**src/rtl/internal_data_check.sv**
```systemverilog
// Serial pattern checker: self-synchronises to a fixed or PRBS15/PRBS17 stream sampled on
// data_clock rising edges, then counts checked bits, errored bits and loss-of-lock events.
module internal_data_check #(
    parameter int unsigned LOCK_LEN = 32,
    parameter int unsigned WIN_LEN  = 64,
    parameter int unsigned LOSS_THR = 8
) (
    input  logic        clk,
    input  logic        rst,
    input  logic        data_clock,
    input  logic [3:0]  DAT_PAT,
    input  logic        rx_data,
    input  logic        clear,
    output logic        locked,
    output logic        err_pulse,
    output logic [31:0] bit_cnt,
    output logic [31:0] err_cnt,
    output logic [7:0]  loss_cnt
);

    localparam int unsigned MW = $clog2(LOCK_LEN + 1);
    localparam int unsigned WW = $clog2(WIN_LEN + 1);
    localparam int unsigned EW = $clog2(LOSS_THR + 1);

    localparam logic [MW-1:0] LockLenM1 = MW'(LOCK_LEN - 1);
    localparam logic [WW-1:0] WinLenM1  = WW'(WIN_LEN - 1);
    localparam logic [EW-1:0] LossThrM1 = EW'(LOSS_THR - 1);

    typedef enum logic [0:0] {StHunt, StLocked} state_e;

    state_e        state;
    logic          data_clock_d;
    logic [3:0]    pat_q;
    logic [16:0]   hist;
    logic [4:0]    fill_cnt;
    logic [MW-1:0] match_cnt;
    logic [WW-1:0] win_bits;
    logic [EW-1:0] win_err;

    logic       strobe;
    logic       pat_change;
    logic       exp_bit;
    logic       mismatch;
    logic [4:0] order;
    logic       bit_inc;
    logic       err_inc;
    logic       loss_inc;

    assign strobe     = data_clock & ~data_clock_d;
    assign pat_change = (DAT_PAT != pat_q);
    assign mismatch   = (rx_data != exp_bit);

    always_comb begin
        exp_bit = 1'b0;
        order   = 5'd15;
        case (DAT_PAT)
            4'd0: begin
                exp_bit = 1'b0;
                order   = 5'd0;
            end
            4'd1: begin
                exp_bit = 1'b1;
                order   = 5'd0;
            end
            4'd3: begin
                exp_bit = hist[16] ^ hist[13];
                order   = 5'd17;
            end
            default: begin
                exp_bit = hist[14] ^ hist[13];
                order   = 5'd15;
            end
        endcase
    end

    always_comb begin
        bit_inc  = 1'b0;
        err_inc  = 1'b0;
        loss_inc = 1'b0;
        if (strobe && !pat_change && state == StLocked) begin
            bit_inc  = 1'b1;
            err_inc  = mismatch;
            loss_inc = mismatch && (win_err == LossThrM1);
        end
    end

    always_ff @(posedge clk) begin
        if (rst) begin
            state        <= StHunt;
            data_clock_d <= 1'b0;
            pat_q        <= DAT_PAT;
            hist         <= '0;
            fill_cnt     <= '0;
            match_cnt    <= '0;
            win_bits     <= '0;
            win_err      <= '0;
            locked       <= 1'b0;
            err_pulse    <= 1'b0;
        end else begin
            data_clock_d <= data_clock;
            pat_q        <= DAT_PAT;
            err_pulse    <= 1'b0;
            if (pat_change) begin
                // Pattern change restarts acquisition without counting a loss.
                state     <= StHunt;
                locked    <= 1'b0;
                fill_cnt  <= '0;
                match_cnt <= '0;
            end else if (strobe) begin
                unique case (state)
                    StHunt: begin
                        hist <= {hist[15:0], rx_data};
                        if (fill_cnt != 5'd17) begin
                            fill_cnt <= fill_cnt + 5'd1;
                        end
                        if (fill_cnt >= order) begin
                            if (mismatch) begin
                                match_cnt <= '0;
                            end else if (match_cnt == LockLenM1) begin
                                state     <= StLocked;
                                locked    <= 1'b1;
                                match_cnt <= '0;
                                win_bits  <= '0;
                                win_err   <= '0;
                            end else begin
                                match_cnt <= match_cnt + MW'(1);
                            end
                        end
                    end
                    StLocked: begin
                        // Reference free-runs on its own prediction, so a line error counts once.
                        hist <= {hist[15:0], exp_bit};
                        if (mismatch) begin
                            err_pulse <= 1'b1;
                        end
                        if (loss_inc) begin
                            state     <= StHunt;
                            locked    <= 1'b0;
                            fill_cnt  <= '0;
                            match_cnt <= '0;
                            win_bits  <= '0;
                            win_err   <= '0;
                        end else if (win_bits == WinLenM1) begin
                            win_bits <= '0;
                            win_err  <= '0;
                        end else begin
                            win_bits <= win_bits + WW'(1);
                            win_err  <= win_err + EW'(mismatch);
                        end
                    end
                    default: begin
                        state <= StHunt;
                    end
                endcase
            end
        end
    end

    // Statistics counters: clear wins over a coincident increment; all saturate.
    always_ff @(posedge clk) begin
        if (rst) begin
            bit_cnt  <= '0;
            err_cnt  <= '0;
            loss_cnt <= '0;
        end else if (clear) begin
            bit_cnt  <= '0;
            err_cnt  <= '0;
            loss_cnt <= '0;
        end else begin
            if (bit_inc && bit_cnt != '1) begin
                bit_cnt <= bit_cnt + 32'd1;
            end
            if (err_inc && err_cnt != '1) begin
                err_cnt <= err_cnt + 32'd1;
            end
            if (loss_inc && loss_cnt != '1) begin
                loss_cnt <= loss_cnt + 8'd1;
            end
        end
    end

endmodule

```
**config.mk**
```make
export PLATFORM = sky130hd
export DESIGN_NAME = internal_data_check
export DESIGN_NICKNAME = d
export VERILOG_FILES = /design/src/rtl/internal_data_check.sv
export SDC_FILE = /design/constraint.sdc
export NUM_CORES = 1
export LEC_CHECK = 0
export BUFFER_PORTS_ARGS = -buffer_cell sky130_fd_sc_hd__buf_2
export CAP_MARGIN = 0
export CELL_PAD_IN_SITES_DETAIL_PLACEMENT = 2
export CELL_PAD_IN_SITES_GLOBAL_PLACEMENT = 2
export CORE_MARGIN = 3
export CORE_UTILIZATION = 31
export DETAILED_ROUTE_END_ITERATION = 12
export PLACE_DENSITY_LB_ADDON = 0.3
export SLEW_MARGIN = 20
export SYNTH_ARGS = -nofsm -noshare
export SYNTH_HDL_FRONTEND = slang
export SYNTH_SLANG_ARGS = --single-unit
```
**constraint.sdc**
```tcl
create_clock -name clk -period 2.5 [get_ports clk]
set_input_delay 0.5 -clock clk [delete_from_list [all_inputs] [get_ports clk]]
set_output_delay 0.5 -clock clk [all_outputs]
set_load 0.02 [all_outputs]
```
==> qor.yml <==
die:
  core_um2: 17600
  io_pins: 83
  initial_core_util_pct: 32.3
  die_area_um2: 20000
  dieWidth_um: 141
  num_rows: 48
  die_h_um: 141
synth:
  muxShareOfSynthArea_pct: 1.06
  synthesis.area_um2: 5680
  synth_xor_area_share_pct: 9.10
  synth_edf_count: 0
  synth_compound_area_share_pct: 11.5
  yosys.area.top_type_share_pct: 41.9
  ys_seq_area_share_pct: 41.9
  synth_ff_type: "dfxtp_1"
  synth.area.top_cells: "dfxtp_1, xnor2_1, nor2_1, nand2_1, a21oi_1"
  syn_area_per_cell_um2: 8.24
  yosys_warnings: 0
  synth_cells: 689
  netlist.top_cell.by_area: "dfxtp_1"
  synth_top_family_by_area: "simple AND/OR/NAND/NOR gates"
  synth-simple-area-share_pct: 30.2
  synth-adder-area-share_pct: 3.08
  ys_seq_elements: 119
  synth_fp_nets: 712
  synth.distinct_cells: 64
  async_reset_ff_share_pct: 0
clocking:
  clk_latency_ns: 0.43
  cts_setup_buffers: 0
  clk_path_buf_depth: 2
  cts_tree: "yes"
  cts.sinks: 119
  clk_pin_slew_ns: 0.06
  ctsResizeCount: 0
  cts_root_buf: "clkbuf_16"
  cts-buffers-inserted: 17
  htree_levels: 4
  cts-hold-fix-buffers: 0
global_route:
  track_usage_pct: 19.9
  grt_pass1_wl_um: 32000
  grt_overflow_total: 0
  grt_max_degree: 37
  grt_pass1_vias: 6224
  grt_antenna_before_repair: 0
route:
  met2_length_um: 9980
  viasPerCell: 5.22
  drt-met1-wl_um: 8430
  ant_nets: 0
  drt_first_iter_violations: 225
  routed_wl_um: 19400
  wl_met3_um: 640
  vias: 5484
  drc: 0
  avgRoutedWirePerCell_um: 18.4
  first_pass_iters: 4
  dr.max_layer_used: "met4"
critical_path:
  cp_num_cells: 8
  start_kind: "flop"
  max_stage_delay_ns: 0.46
  cp-end-kind: "flop"
  path_max_fanout: 8
  critical_path_buf_inv_count: 1
  worstPathCellList: "and4_1 -> nand4_1 -> or3_1 -> nor2_2 -> buf_4 -> nor3_1 -> xnor2_1 -> nor2_1"
  required_ns: 2.81
  worst_r2r_path_depth: 8
  crit_type: "flop to flop"
  cp_slowest_cell: "or3_1"
  crit_arrival_ns: 2.63
  critical_path.top_delay_family: "simple AND/OR/NAND/NOR gates"
cells_and_area:
  antennaDiodeCount: 0
  post-route-util_pct: 41.6
  areaGrowthSynthToFinish_pct: 28.8
  layout-drive-gt1-share_pct: 23.0
  final_cells: 1050
  fillers: 2002
  final_cell_area_um2: 7320
  nets: 835
timing:
  slew_headroom_pct: 60.4
  finalSetupViolations: 0
  finalCritPeriodShare_pct: 92.6
  setup_tns_ns: 0
  layout_setup_ws_ns: 0.185
  skew_ns: 0.0114
  drv_slew: 0
  timing.hold.ws_ns: 0.265
  min_period_ns: 2.32
  rsz0062_at_grt: "true"
  worst_pin_slew_ns: 0.590
  fmax_mhz: 432
  hold_viol_final: 0
placed_design:
  gp_congestion: 0.835
  dp_cells: 1018
  dp_slack_ns: -0.317
  port_buffers: 82
  place_hpwl_um: 13900
  postPlaceCellArea_um2: 6660
flow_run:
  drv_cap: 0
power:
  irDropWorstVdd_mv: 0.554
  power_per_cell_area_nw_per_um2: 625
  p_leak_nw: 2.70
  power.total_mw: 4.58
status:
  status: "finished, final reports clean"
worst_hold_path:
  min_path_cells: 1
  hold_path.class: "input port to flop"
[cell usage after synthesis (4+ instances only)]
library cell,number
nor4_1,7
nand2_1,83
xor2_1,15
nor3_1,33
or3_1,18
dfxtp_1,119
xnor2_1,44
o211ai_1,4
buf_2,5
and3_1,11
ha_1,14
mux2i_1,6
and2_1,7
nor2_1,87
nand3_1,31
inv_1,16
and4_1,9
or2_2,5
a21oi_1,53
clkbuf_1,17
nor3b_1,5
o21ai_0,23
nand4_1,18
[routing by layer]
| layer | up-vias | global-route usage (%) |
|---|---|---|
| met5 | - | 0 |
| met1 | 2719 | 23.1 |
| met4 | 0 | 5.76 |
| met3 | 23 | 5.02 |
| met2 | 76 | 36.2 |
| li1 | 2666 | - |
[sequential cells by signal, summed over array words and instances, names as in the netlist]
signal / count
err_pulse: 1
pat_q: 4
hist: 17
fill_cnt: 5
state: 1
win_err: 4
match_cnt: 6
win_bits: 7
data_clock_d: 1
bit_cnt: 32
err_cnt: 32
loss_cnt: 8
locked: 1
[cells by family after synthesis]
kind of cell | after synthesis
and+or+nand+nor | 339
DFF | 119
AOI/OAI and AO/OA | 109
xor gates and xnor gates | 59
buffers and inverters | 43
adders and majority gates | 14
muxes | 6
[placed cells by master, fill, tap and decap left out, drive strengths merged, types with 3 or more instances in the layout]
master    instances
nor3b             5
nand4b            3
dfxtp           119
buf             130
xor2             15
o21ai            25
xnor2            44
a21oi            54
inv              18
clkinvlp          3
nor2             87
and2              8
nand2b            3
mux2i             6
nand3            31
clkinv            5
nor3             34
and3             13
or3              19
and4              9
o2111ai           3
ha               14
o211ai            4
clkbuf           20
nand4            18
nand2            84
a22oi             3
or2               5
bufinv            3
a211oi            3
nor4              8
[report_power, final]
| part | internal (mW) | leakage, nW | switching (mW) |
|---|---|---|---|
| sequential | 1.90 | 0.960 | 0.00260 |
| combinational | 0.0528 | 1.45 | 0.0878 |
| clock | 1.59 | 0.286 | 0.943 |
[layout make-up]
class | count | area (um2) | area share [%]
clock buffers | 20 | 447 | 6.10
clock inverters | 12 | 150 | 2.05
inverters | 17 | 63.8 | 0.872
multi-input cells | 527 | 3180 | 43.5
flip-flops and latches | 119 | 2380 | 32.6
well taps | 225 | 282 | 3.85
repair buffers | 130 | 808 | 11.0
[final timing paths]
| kind | from | to | slack (ns) |
|---|---|---|---|
| worst min register to register | hist[10] | hist[11] | 0.46 |
| worst max-delay path | err_cnt[20] | err_cnt[9] | 0.18 |
| worst min-delay path | DAT_PAT[2] | pat_q[2] | 0.26 |
| worst max register to register | err_cnt[20] | err_cnt[9] | 0.18 |
[worst register-to-register path, cell delays in order (launching register included)]
cell     delay [ns]
dfxtp_1        0.44
and4_1         0.32
nand4_1        0.20
or3_1          0.47
nor2_2         0.23
buf_4          0.21
nor3_1         0.08
xnor2_1        0.19
nor2_1         0.07
Power figures use the tool's default switching activity.
